<file path="config.mk">
export PLATFORM = sky130hd
export DESIGN_NAME = quad_encoder_multi
export DESIGN_NICKNAME = d
export VERILOG_FILES = /design/src/rtl/quad_encoder_multi.sv
export SDC_FILE = /design/constraint.sdc
export NUM_CORES = 1
export LEC_CHECK = 0
export CAP_MARGIN = 25
export CORE_MARGIN = 2
export CORE_UTILIZATION = 60
export CTS_CLUSTER_DIAMETER = 40
export DETAILED_ROUTE_END_ITERATION = 16
export PLACE_DENSITY = 0.89
export SYNTH_ARGS = -nofsm -noshare
export SYNTH_HDL_FRONTEND = slang
export SYNTH_SLANG_ARGS = --single-unit
</file>
<file path="constraint.sdc">
create_clock -name csi_MCLK_clk -period 5 [get_ports csi_MCLK_clk]
set_input_delay 0.75 -clock csi_MCLK_clk [delete_from_list [all_inputs] [get_ports csi_MCLK_clk]]
set_output_delay 0.75 -clock csi_MCLK_clk [all_outputs]
set_load 0.05 [all_outputs]
</file>
<file path="src/rtl/quad_encoder_multi.sv">
// quad_encoder_multi: multi-channel x4 quadrature decoder with an Avalon-MM slave.
// Each channel synchronises A/B/Z, decodes every edge into a wrapping signed position,
// tracks direction, counts illegal (double-bit) transitions and latches position on index.
// Ports:
//   csi_MCLK_clk          bus clock, all logic on rising edge
//   rsi_MRST_reset        synchronous active-high reset
//   avs_ctrl_*            Avalon-MM slave: 6-bit word address, 32-bit data, byte enables,
//                         registered readdata (1-cycle latency), waitrequest tied 0
//   enc_a/enc_b/enc_z     asynchronous encoder phase A/B and index, one bit per channel
module quad_encoder_multi #(
  parameter int unsigned CHANNELS  = 4,
  parameter int unsigned POS_WIDTH = 16,
  parameter logic [31:0] ID_WORD   = 32'hEA680004
) (
  input  logic                csi_MCLK_clk,
  input  logic                rsi_MRST_reset,
  input  logic [31:0]         avs_ctrl_writedata,
  output logic [31:0]         avs_ctrl_readdata,
  input  logic [3:0]          avs_ctrl_byteenable,
  input  logic [5:0]          avs_ctrl_address,
  input  logic                avs_ctrl_write,
  input  logic                avs_ctrl_read,
  output logic                avs_ctrl_waitrequest,
  input  logic [CHANNELS-1:0] enc_a,
  input  logic [CHANNELS-1:0] enc_b,
  input  logic [CHANNELS-1:0] enc_z
);

  localparam int unsigned DATA_W      = 32;
  localparam int unsigned ERR_W       = 16;
  localparam int unsigned CTRL_EN_LSB = 16;

  logic [CHANNELS-1:0] a_s1, a_s2, a_h;
  logic [CHANNELS-1:0] b_s1, b_s2, b_h;
  logic [CHANNELS-1:0] z_s1, z_s2, z_h;
  logic [CHANNELS-1:0] clr_en, cnt_en;
  logic [DATA_W-1:0]   wmask, ctrl_word, ctrl_wr, rd_next;
  logic [DATA_W-1:0]   rd_word [CHANNELS][4];
  logic                ctrl_sel;
  logic                bus_unused;

  // Rank of an {a,b} state along the forward sequence 00,10,11,01; rank difference mod 4
  // gives the step: 1 forward, 3 reverse, 2 illegal jump.
  function automatic logic [1:0] gray_rank(input logic [1:0] ab);
    case (ab)
      2'b00:   gray_rank = 2'd0;
      2'b10:   gray_rank = 2'd1;
      2'b11:   gray_rank = 2'd2;
      default: gray_rank = 2'd3;
    endcase
  endfunction

  assign avs_ctrl_waitrequest = 1'b0;
  assign wmask = {{8{avs_ctrl_byteenable[3]}}, {8{avs_ctrl_byteenable[2]}},
                  {8{avs_ctrl_byteenable[1]}}, {8{avs_ctrl_byteenable[0]}}};
  assign ctrl_word = DATA_W'(clr_en) | (DATA_W'(cnt_en) << CTRL_EN_LSB);
  assign ctrl_wr   = (ctrl_word & ~wmask) | (avs_ctrl_writedata & wmask);
  assign ctrl_sel  = avs_ctrl_write && (avs_ctrl_address == 6'd1);
  // Reads have no side effects; bits of the CTRL merge beyond the channel count are dropped.
  assign bus_unused = &{1'b0, avs_ctrl_read, ctrl_wr};

  // Input synchronisers, history flops and CTRL register
  always_ff @(posedge csi_MCLK_clk) begin
    if (rsi_MRST_reset) begin
      a_s1 <= '0; a_s2 <= '0; a_h <= '0;
      b_s1 <= '0; b_s2 <= '0; b_h <= '0;
      z_s1 <= '0; z_s2 <= '0; z_h <= '0;
      clr_en <= '0;
      cnt_en <= '0;
    end else begin
      a_s1 <= enc_a; a_s2 <= a_s1; a_h <= a_s2;
      b_s1 <= enc_b; b_s2 <= b_s1; b_h <= b_s2;
      z_s1 <= enc_z; z_s2 <= z_s1; z_h <= z_s2;
      if (ctrl_sel) begin
        clr_en <= ctrl_wr[CHANNELS-1:0];
        cnt_en <= ctrl_wr[CTRL_EN_LSB +: CHANNELS];
      end
    end
  end

  // Per-channel decode, position, status, error count and index latch
  for (genvar ch = 0; ch < CHANNELS; ch++) begin : g_ch
    localparam logic [3:0] GRP = 4'(ch + 1);

    logic [POS_WIDTH-1:0] pos_q, latch_q, pos_wr;
    logic [ERR_W-1:0]     err_q;
    logic                 dir_q, idx_q, sel, z_rise;
    logic [1:0]           delta;

    always_comb begin
      sel    = avs_ctrl_write && (avs_ctrl_address[5:2] == GRP);
      z_rise = z_s2[ch] && !z_h[ch];
      delta  = gray_rank({a_s2[ch], b_s2[ch]}) - gray_rank({a_h[ch], b_h[ch]});
      pos_wr = (pos_q & ~wmask[POS_WIDTH-1:0]) |
               (avs_ctrl_writedata[POS_WIDTH-1:0] & wmask[POS_WIDTH-1:0]);
    end

    always_ff @(posedge csi_MCLK_clk) begin
      if (rsi_MRST_reset) begin
        pos_q   <= '0;
        latch_q <= '0;
        err_q   <= '0;
        dir_q   <= 1'b0;
        idx_q   <= 1'b0;
      end else begin
        if (z_rise) latch_q <= pos_q;

        // A new index edge beats a simultaneous W1C
        if (z_rise) idx_q <= 1'b1;
        else if (sel && (avs_ctrl_address[1:0] == 2'd1) && avs_ctrl_byteenable[0] &&
                 avs_ctrl_writedata[1]) idx_q <= 1'b0;

        if (sel && (avs_ctrl_address[1:0] == 2'd2)) err_q <= '0;
        else if ((delta == 2'd2) && (err_q != {ERR_W{1'b1}})) err_q <= err_q + ERR_W'(1);

        if (cnt_en[ch]) begin
          if (delta == 2'd1)      dir_q <= 1'b1;
          else if (delta == 2'd3) dir_q <= 1'b0;
        end

        // Bus write beats index clear beats count step
        if (sel && (avs_ctrl_address[1:0] == 2'd0)) pos_q <= pos_wr;
        else if (z_rise && clr_en[ch])              pos_q <= '0;
        else if (cnt_en[ch] && (delta == 2'd1))     pos_q <= pos_q + POS_WIDTH'(1);
        else if (cnt_en[ch] && (delta == 2'd3))     pos_q <= pos_q - POS_WIDTH'(1);
      end
    end

    assign rd_word[ch][0] = DATA_W'(pos_q);
    assign rd_word[ch][1] = DATA_W'({z_s2[ch], idx_q, dir_q});
    assign rd_word[ch][2] = DATA_W'(err_q);
    assign rd_word[ch][3] = DATA_W'(latch_q);
  end

  // Read mux; unmapped addresses and absent channels read 0
  always_comb begin
    rd_next = '0;
    if (avs_ctrl_address == 6'd0)      rd_next = ID_WORD;
    else if (avs_ctrl_address == 6'd1) rd_next = ctrl_word;
    for (int ch = 0; ch < int'(CHANNELS); ch++) begin
      if (avs_ctrl_address[5:2] == 4'(ch + 1)) rd_next = rd_word[ch][avs_ctrl_address[1:0]];
    end
  end

  // Registered readdata, updated every clock from the presented address
  always_ff @(posedge csi_MCLK_clk) begin
    if (rsi_MRST_reset) avs_ctrl_readdata <= '0;
    else                avs_ctrl_readdata <= rd_next;
  end

endmodule

</file>
; ---- Yosys cells after proc, flatten, opt, wreduce, memory -nomap -nowiden
; Cells that the tools add are included.
[totals]
out_inout_bits = 33
word_cells = 241
inputBits = 58
regBits = 276
[op_classes]
addsub = 16
n_mux = 58
eq_ne = 39
bitwise_logic = 16
n_reduce_logical = 79
n_lt_le_gt_ge = 1
[ops]
columns = op, n
row1 = 32-bit two-way mux, 13
row2 = 32-bit binary-select mux with 2-bit select, 4
row3 = 16-bit two-way mux, 16
row4 = 16-bit by 1-bit adder with 16-bit output (second input constant), 8
row5 = 16-bit bitwise AND, 5
row6 = 16-bit != test (second input constant), 4
row7 = 16-bit bitwise OR, 4
row8 = 16-bit by 1-bit subtractor with 16-bit output (second input constant), 4
row9 = 2-bit == test (second input constant), 25
row10 = 2-bit one-hot mux with 3 select lines, 8
row11 = 1-bit logical AND, 45
row12 = 20-bit bitwise AND, 2
row13 = 20-bit two-way mux, 1
row14 = 20-bit inverter, 1
row15 = 20-bit bitwise OR, 1
row16 = 4-bit by 20-bit bitwise OR with 20-bit output, 1
row17 = 2-bit logical NOT, 9
row18 = 1-bit two-way mux, 16
row19 = 16-bit inverter, 1
row20 = 2-bit nonzero test, 8
row21 = 4-bit nonzero test, 4
row22 = 2-bit by 1-bit == test with 1-bit output (second input constant), 5
row23 = 4-bit by 2-bit == test with 1-bit output (second input constant), 2
row24 = 2-bit AND reduction, 4
row25 = 9 further kinds, 18

; ---- Depth between registers and ports, before layout
; Gate-level depths: netlist of run 1.
[logic_depth]
word_depth = 9
depth_mapped = 14
depth_no_buf = 13

; ---- Worst setup path before layout of run 1
; OpenSTA, ideal clock, no wires.
[synth_path]
kind = reg-to-reg
start = reg a_h[0]
end = reg with a tool-made name
setup_ns = 0.134
period_less_slack_ns = 3.704
arrival_time_ns = 3.570
path_slack_ns = 1.296
path_stages_with_launch = 14
t_required_ns = 4.866
path_cell_list = dfxtp_1 inv_1 ha_1 inv_1 ha_1 xor3_1 or3b_2 fa_1 nand3_1 nand2_1 o41ai_1 o2111ai_1 xnor2_1 o22ai_1
[synth_rtl]
columns = item, line
row1 = from (decl), 33  ; logic [CHANNELS-1:0] a_s1, a_s2, a_h;
row2 = from (signal assigned), 71  ; a_s1 <= enc_a; a_s2 <= a_s1; a_h <= a_s2;

==> qor.yml, run 1 <==
final_layout:
  nets: 2066
  final_core_util: 0.699
  area_growth_pct: 13.6
  nFillCells: 1886
  layout.cells.non_filler: 2272
  finalInstanceArea_um2: 17700
  drive_gt1_frac: 0.0706
placement:
  post_dp_cell_area_um2: 16400
  dp_cells: 2197
  dpl.hpwl_mm: 32.8
  finalWeightedCongestion: 1.01
  numPortBuffers: 70
worst_setup_path:
  cp.depth: 12
  cp.arrival_ps: 4700
  required_ps: 5410
  path_delay_family: "simple AND/OR/NAND/NOR gates"
  reg2reg_from: "a_s2[3]"
  path_common_cell: "ha_1"
  crit_path_start: "a_s2[3]"
  path_buf_inv: 1
  max_stage_delay_ps: 600
  critPathLaunchType: "flip-flop"
  worst-r2r-setup-slack_ps: 710
  crit_type: "reg2reg"
  crit_chain: "inv_1, ha_1, ha_1, nand2b_1, or2_2, ha_1, a21oi_1, nand2_1, a221oi_1, a21oi_1, or4_1, a41o_1"
  end_kind: "flip-flop"
  rr_worst_depth: 12
  critPathMaxFanout: 21
  cp_slowest_cell: "or2_2"
floorplanning:
  pin_count: 91
  die_x_um: 165
  core_um2: 25300
  initial_utilization: 0.616
  row_count: 58
  dieHeight_um: 165
  die_area_um2: 27300
synthesis:
  ys_ff_latch: 265
  synth_cell_types: 91
  synth.most_common_cell: "dfxtp_1"
  synth-async-reset-ratio: 0
  synthTopCellsByArea: "dfxtp_1 34%, ha_1 7.4%, nand2_1 6.2%"
  syn_area_um2: 15600
  ys_seq_area_frac: 0.340
  yosys_warnings: 0
  syn-mean-instance-area_um2: 8.27
  synth_top_area_cell: "dfxtp_1"
  synthFlopType: "dfxtp_1"
  synth_edf_count: 0
  ys_top_cells_by_count: "265 x dfxtp_1, 257 x nand2_1, 181 x a21oi_1, 142 x nor2_1, 118 x o21ai_0"
  synth.top_cell.area_share: 0.340
  synth_cells: 1886
clock_tree:
  cts_resized: 0
  clk_path_buf_depth: 3
  cts_max_level: 2
  cts.sinks: 265
  clk_latency_ps: 520
  postCtsSetupBuffers: 0
  tritoncts: "built"
  clk_pin_slew_ps: 50
  cts_buffers: 40
  postCtsHoldBufs: 0
  cts_root_buffer: "clkbuf_16"
timing:
  fin_worst_skew_ps: 11.5
  setup_viol: 0
  fin_crit_ps: 4290
  relSlewSlack: 0.285
  rsz0062_at_grt: "no"
  finalSetupTns_ps: 0
  finalHoldViolations: 0
  worst_pin_slew_ps: 1070
  slew_viol_final: 0
  max_freq_mhz: 233
  timing.final.crit_share: 0.858
global_route:
  overflow: 0
  grt_pass1_wl_mm: 74.5
  gr-usage-all-layers: 0.347
  grt_max_degree: 107
  first_global_vias: 14200
  antenna_found_initial: 4
routing:
  first_pass_iters: 6
  via_per_inst: 6.60
  wl_per_cell_um: 20.9
  post-route-drc-count: 0
  wl_met1_mm: 18.2
  final_antenna_net_count: 0
  wl_met2_mm: 20.4
  drt_iter0_drc: 2119
  wirelength_mm: 47.4
  top_layer_used: "met4"
  met3_length_mm: 4.70
  vias: 15000
power:
  p_leak_uw: 0.00675
  cellPowerDensity_nw_per_um2: 308
  ir_drop_v: 0.000305
job:
  maxCapViolCount: 0
worst_hold_path:
  hp-class: "reg2reg"
  hold_depth: 1
status:
  run_status: "finished, final reports clean"
==> power by group <==
| part | internal [uW] | total (uW) | switching, uW |
|---|---|---|---|
| Clock | 1670 | 2720 | 1050 |
| Combinational | 212 | 552 | 339 |
| Sequential | 2150 | 2190 | 41.5 |
| Total | 4030 | 5460 | 1430 |
==> cells by family after synthesis <==
family,count (synthesis),synth area share
buffers and inverters,156,0.0445
AOI/OAI and AO/OA,532,0.217
DFF,265,0.340
other,1,0.000241
xor gates and xnor gates,91,0.0550
and+or+nand+nor,664,0.202
adders and majority gates,96,0.0790
muxes,81,0.0618
==> worst reg2reg max path: cells and delay by family, from the launching register on <==
kind	cells	cell delay, ps
AOI/OAI and AO/OA	4	1210
adders and majority gates	3	1070
buffers and inverters	1	60
DFF	1	330
and+or+nand+nor	4	1510
==> layout make-up <==
cell class	instances	area, um2	area share
inverter	40	150	0.00848
clock inverter	19	178	0.0100
tap	330	413	0.0233
timing repair buffer	95	912	0.0515
clock buffer	51	1130	0.0640
multi-input combinational	1470	9620	0.543
sequential	265	5310	0.299
antenna	2	5.00	0.000283
==> worst min-delay path by stage <==
stage               to  slack [ps]    start
2_1_floorplan  a_s2[0]         410  a_s1[0]
3_3_place_gp   a_s2[3]         410  a_s1[3]
3_5_place_dp   z_s2[3]         430  z_s1[3]
4_1_cts        z_s2[2]         440  z_s1[2]
5_1_grt        a_s2[0]         450  a_s1[0]
6_report       z_s2[2]         440  z_s1[2]
==> per-layer routing <==
layer | up-vias | GRT usage
met3 | 262 | 0.0719
met1 | 6983 | 0.431
met4 | 0 | 0.245
met5 | - | 0
met2 | 879 | 0.537
li1 | 6872 | -
==> metrics by stage <==
step	worst slack [ps]	hold WS (ps)	total power, uW
after floorplan	1300	414	2590
after global placement	990	415	2740
after detailed placement	866	428	2760
after CTS	836	438	5450
after global routing	560	454	5600
final	709	436	5460
==> placed cells by master (no fill, tap or decap), types with 37 or more instances in the layout <==
cell / n
dfxtp_1: 265
nand2_1: 257
a21oi_1: 181
nor2_1: 142
o21ai_0: 118
ha_1: 92
mux2i_1: 67
clkdlybuf4s50_1: 67
xnor2_1: 50
nand3_1: 47
nor2b_1: 45
clkbuf_16: 41
inv_1: 40
xor2_1: 37
Power figures use the tool's default switching activity.
==> inputs of run 2 (changes only) <==
--- a/config.mk
+++ b/config.mk
@@ -6,7 +6,6 @@
 export NUM_CORES = 1
 export LEC_CHECK = 0
 export CAP_MARGIN = 25
-export CORE_MARGIN = 2
 export CORE_UTILIZATION = 60
 export CTS_CLUSTER_DIAMETER = 40
 export DETAILED_ROUTE_END_ITERATION = 16
==> run 2 against run 1 <==
Effect of this change:
- register-to-register slack better by 70 ps
- worst setup slack gained 71 ps
- clock skew grew 8.4 ps
- critical path type unchanged
- largest power group unchanged
==> qor.yml, run 2 (synthesis gave the netlist of run 1 again) <==
worst_hold_path:
  hold_depth: 1
  hold_end: "z_s2[2]"
  hp-class: "reg2reg"
  holdCritStartpoint: "z_s1[2]"
worst_setup_path:
  critPathMaxFanout: 20
  required_ps: 5370
  path_common_cell: "ha_1"
  critPathLaunchType: "flip-flop"
  max_stage_delay_ps: 620
  cp.arrival_ps: 4590
  end_kind: "flip-flop"
  rr_worst_depth: 12
  cp_slowest_cell: "a2111oi_0"
  crit_chain: "inv_1, ha_1, ha_1, nand2b_1, or2_2, ha_1, a21o_1, a211oi_1, a211oi_1, a2111oi_0, or4_1, o221ai_1"
  worst-r2r-setup-slack_ps: 780
  reg2reg_from: "a_s2[2]"
  crit_type: "reg2reg"
power:
  p_leak_uw: 0.00678
  cellPowerDensity_nw_per_um2: 315
  ir_drop_v: 0.000270
routing:
  final_antenna_net_count: 0
  post-route-drc-count: 0
  wirelength_mm: 46.8
  wl_per_cell_um: 20.6
  via_per_inst: 6.60
  vias: 15000
  first_pass_iters: 7
  drt_iter0_drc: 1590
clock_tree:
  clk_path_buf_depth: 3
  clk_latency_ps: 530
  cts_resized: 0
  postCtsHoldBufs: 0
  tritoncts: "built"
  clk_pin_slew_ps: 60
  postCtsSetupBuffers: 0
  cts_root_buffer: "clkbuf_16"
  cts_max_level: 2
  cts_buffers: 40
  cts.sinks: 265
final_layout:
  drive_gt1_frac: 0.0740
  diodes: 0
  layout.cells.non_filler: 2276
  area_growth_pct: 14.0
  final_core_util: 0.702
  nets: 2069
  most-common-layout-cells: "265 x dfxtp_1, 257 x nand2_1, 181 x a21oi_1"
  layout_commonest_cell: "dfxtp_1"
placement:
  dpl.hpwl_mm: 32.8
  numPortBuffers: 70
  dp_cells: 2198
  finalWeightedCongestion: 0.985
floorplanning:
  die_area_um2: 26600
  pin_count: 91
  core_um2: 25300
  row_count: 58
  initial_utilization: 0.616
  die_x_um: 163
  dieHeight_um: 163
timing:
  fin_crit_ps: 4220
  worst_pin_slew_ps: 1020
  rsz0062_at_grt: "no"
  finalSetupTns_ps: 0
  finalHoldViolations: 0
  setup_viol: 0
  slew_viol_final: 0
  relSlewSlack: 0.316
  fin_worst_skew_ps: 19.9
  max_freq_mhz: 237
  timing.final.crit_share: 0.844
global_route:
  antenna_found_initial: 0
  gr-usage-all-layers: 0.353
  grt_pass1_wl_mm: 74.3
  first_global_vias: 14300
  overflow: 0
  grt_max_degree: 90
job:
  maxCapViolCount: 0
status:
  run_status: "finished, final reports clean"
## run 2: worst max path at each step
stage                 start   endpoint  slack [ps]  depth (start not counted)
finish              a_s2[2]  flip-flop         780                         12
global route         a_h[2]  flip-flop         480                         13
floorplan            a_h[0]  flip-flop        1300                         13
CTS                  a_h[2]  flip-flop         820                         13
global placement    a_s2[3]  flip-flop         940                         12
detailed placement  a_s2[2]  flip-flop         850                         12
## run 2: cell type report
cell class | count | area, um2
multi-input combinational | 1470 | 9620
fill | 1853 | 7550
sequential | 265 | 5310
clock buffer | 43 | 1030
timing repair buffer | 98 | 906
tap | 330 | 413
clock inverter | 30 | 349
inverter | 40 | 150
## run 2: layer usage
| layer | global-route usage | vias to the layer above | part of all wire |
|---|---|---|---|
| li1 | - | 6909 | - |
| met2 | 0.568 | 865 | 0.45 |
| met3 | 0.0752 | 229 | 0.099 |
| met4 | 0.236 | 0 | 0.074 |
| met1 | 0.422 | 7015 | 0.38 |
| met5 | 0 | - | 0 |
## run 2: power breakdown
| group | internal [uW] | total [uW] | switching [uW] |
|---|---|---|---|
| clock | 1750 | 2870 | 1120 |
| combinational | 210 | 539 | 329 |
| sequential | 2150 | 2190 | 41.9 |
## run 2: per-stage QoR
stage,setup slack [ps],total power [uW],hold WS [ps],cell area (um2)
floorplan,1300,2590,414,15600
global placement,941,2740,421,16300
detailed placement,847,2750,422,16400
CTS,823,5590,436,17700
global route,480,5770,446,17800
finish,780,5600,433,17800
## run 2: critical path: cells and delay by family, from the launching register on
kind                       cells  cell delay [ps]
adders and majority gates      3             1120
and+or+nand+nor                3             1080
AOI/OAI and AO/OA              5             1460
buffers and inverters          1               60
DFF                            1              330
==> inputs of run 3 (changes only) <==
==> constraint.sdc (replaced) <==
create_clock -name csi_MCLK_clk -period 4.2 [get_ports csi_MCLK_clk]
set_input_delay 0.63 -clock csi_MCLK_clk [delete_from_list [all_inputs] [get_ports csi_MCLK_clk]]
set_output_delay 0.63 -clock csi_MCLK_clk [all_outputs]
set_load 0.05 [all_outputs]
==> run 3 against run 2 <==
Effect of this change:
- worst setup slack worse by 550 ps
- critical path type unchanged
- non-clock buffer count is 10 higher
- fmax is 6.2% higher
- via count is 0.20% higher
- count of clock-buffer cells in the layout is 6 higher
- flip-flop and latch count stayed put
- die area stayed put
- highest routed layer unchanged
- critical path depth stayed put
- register-to-register slack worse by 550 ps
==> qor.yml, run 3 (synthesis gave the netlist of run 1 again) <==
status:
  run_status: "finished, final reports clean"
placement:
  numPortBuffers: 70
  post_dp_cell_area_um2: 16400
  finalWeightedCongestion: 0.975
  dpl.hpwl_mm: 33.3
routing:
  final_antenna_net_count: 0
  drt_iter0_drc: 1883
  first_pass_iters: 6
  wl_per_cell_um: 21.0
  vias: 15000
  via_per_inst: 6.58
  wirelength_mm: 48.0
  post-route-drc-count: 0
worst_setup_path:
  cp.arrival_ps: 4370
  critPathLaunchType: "flip-flop"
  worst-r2r-setup-slack_ps: 230
  cp_slowest_cell: "a2111oi_0"
  crit_chain: "inv_1, ha_1, ha_1, nand2b_1, or2_2, ha_1, a21o_1, a211oi_1, a211oi_1, a2111oi_0, or4_1, o221ai_1"
  reg2reg_from: "a_s2[2]"
  max_stage_delay_ps: 650
  critPathMaxFanout: 9
  rr_worst_depth: 12
  crit_type: "reg2reg"
  end_kind: "flip-flop"
  path_common_cell: "ha_1"
  required_ps: 4600
timing:
  finalSetupTns_ps: 0
  relSlewSlack: 0.348
  timing.final.crit_share: 0.946
  setup_viol: 0
  worst_pin_slew_ps: 978
  max_freq_mhz: 252
  slew_viol_final: 0
  fin_crit_ps: 3970
  fin_worst_skew_ps: 17.0
  rsz0062_at_grt: "no"
  finalHoldViolations: 0
floorplanning:
  pin_count: 91
  initial_utilization: 0.616
  die_area_um2: 26600
  row_count: 58
  core_um2: 25300
  die_x_um: 163
  dieHeight_um: 163
global_route:
  overflow: 0
  grt_pass1_wl_mm: 75.4
  gr-usage-all-layers: 0.361
  grt_max_degree: 91
  first_global_vias: 14200
  antenna_found_initial: 1
clock_tree:
  cts_resized: 0
  cts.sinks: 265
  clk_path_buf_depth: 3
  cts_max_level: 2
  tritoncts: "built"
  postCtsHoldBufs: 0
  cts_root_buffer: "clkbuf_16"
  cts_buffers: 41
  clk_latency_ps: 540
  postCtsSetupBuffers: 0
  clk_pin_slew_ps: 50
worst_hold_path:
  hp-class: "reg2reg"
  holdCritStartpoint: "z_s1[2]"
  hold_end: "z_s2[2]"
  hold_depth: 1
final_layout:
  most-common-layout-cells: "265 x dfxtp_1, 257 x nand2_1, 181 x a21oi_1"
  layout_commonest_cell: "dfxtp_1"
  area_growth_pct: 14.7
  drive_gt1_frac: 0.0792
  finalInstanceArea_um2: 17900
  diodes: 0
  nets: 2080
power:
  p_leak_uw: 0.00686
  cellPowerDensity_nw_per_um2: 377
  ir_drop_v: 0.000368
job:
  maxCapViolCount: 0
==> run 3: power by group <==
part           internal [uW]  switching (uW)
registers               2560            49.2
logic                    254             395
clock network           2190            1300
total                   5000            1750
==> run 3: how the worst max path moves through the flow <==
| stage | from | depth (start not counted) | end |
|---|---|---|---|
| 2_1_floorplan | a_h[0] | 13 | flip-flop |
| 3_3_place_gp | a_h[0] | 13 | flip-flop |
| 3_5_place_dp | a_s2[0] | 12 | flip-flop |
| 4_1_cts | a_h[3] | 14 | flip-flop |
| 5_1_grt | a_s2[1] | 12 | flip-flop |
| 6_report | a_s2[2] | 12 | flip-flop |
==> run 3: metrics by stage <==
step / cells / util / hold slack [ps] / power, uW / setup slack, ps
after floorplan: 1891 / - / 414 / 3080 / 496
after global placement: 2209 / 0.649 / 417 / 3260 / 363
after detailed placement: 2209 / 0.649 / 423 / 3280 / 320
after CTS: 2284 / 0.705 / 432 / 6740 / 207
after global routing: 2288 / 0.706 / 453 / 6940 / 15.5
final: 2288 / 0.706 / 426 / 6750 / 228
==> run 3: layout make-up <==
cell class              count  area [um2]
clock buffers              49        1130
clock inverters            26         289
fillers                  1906        7440
inverters                  40         150
multi-input cells        1470        9620
flip-flops and latches    265        5310
well taps                 330         413
repair buffers            108         977
==> run 3: routing by layer <==
metal  routed length, um  share of wire  GRT usage
met1               18000           0.37      0.439
met2               21800           0.45      0.577
met3                4890           0.10     0.0787
met4                3340          0.070      0.228
met5                   0              0          0
==> run 3: critical path: cells and delay by family, from the launching register on <==
family / cells / cell delay, ps
AO/OA/AOI/OAI: 5 / 1470
adder cells (fa/ha/maj): 3 / 1020
buffers and inverters: 1 / 60
flip-flops: 1 / 330
AND/OR/NAND/NOR: 3 / 950
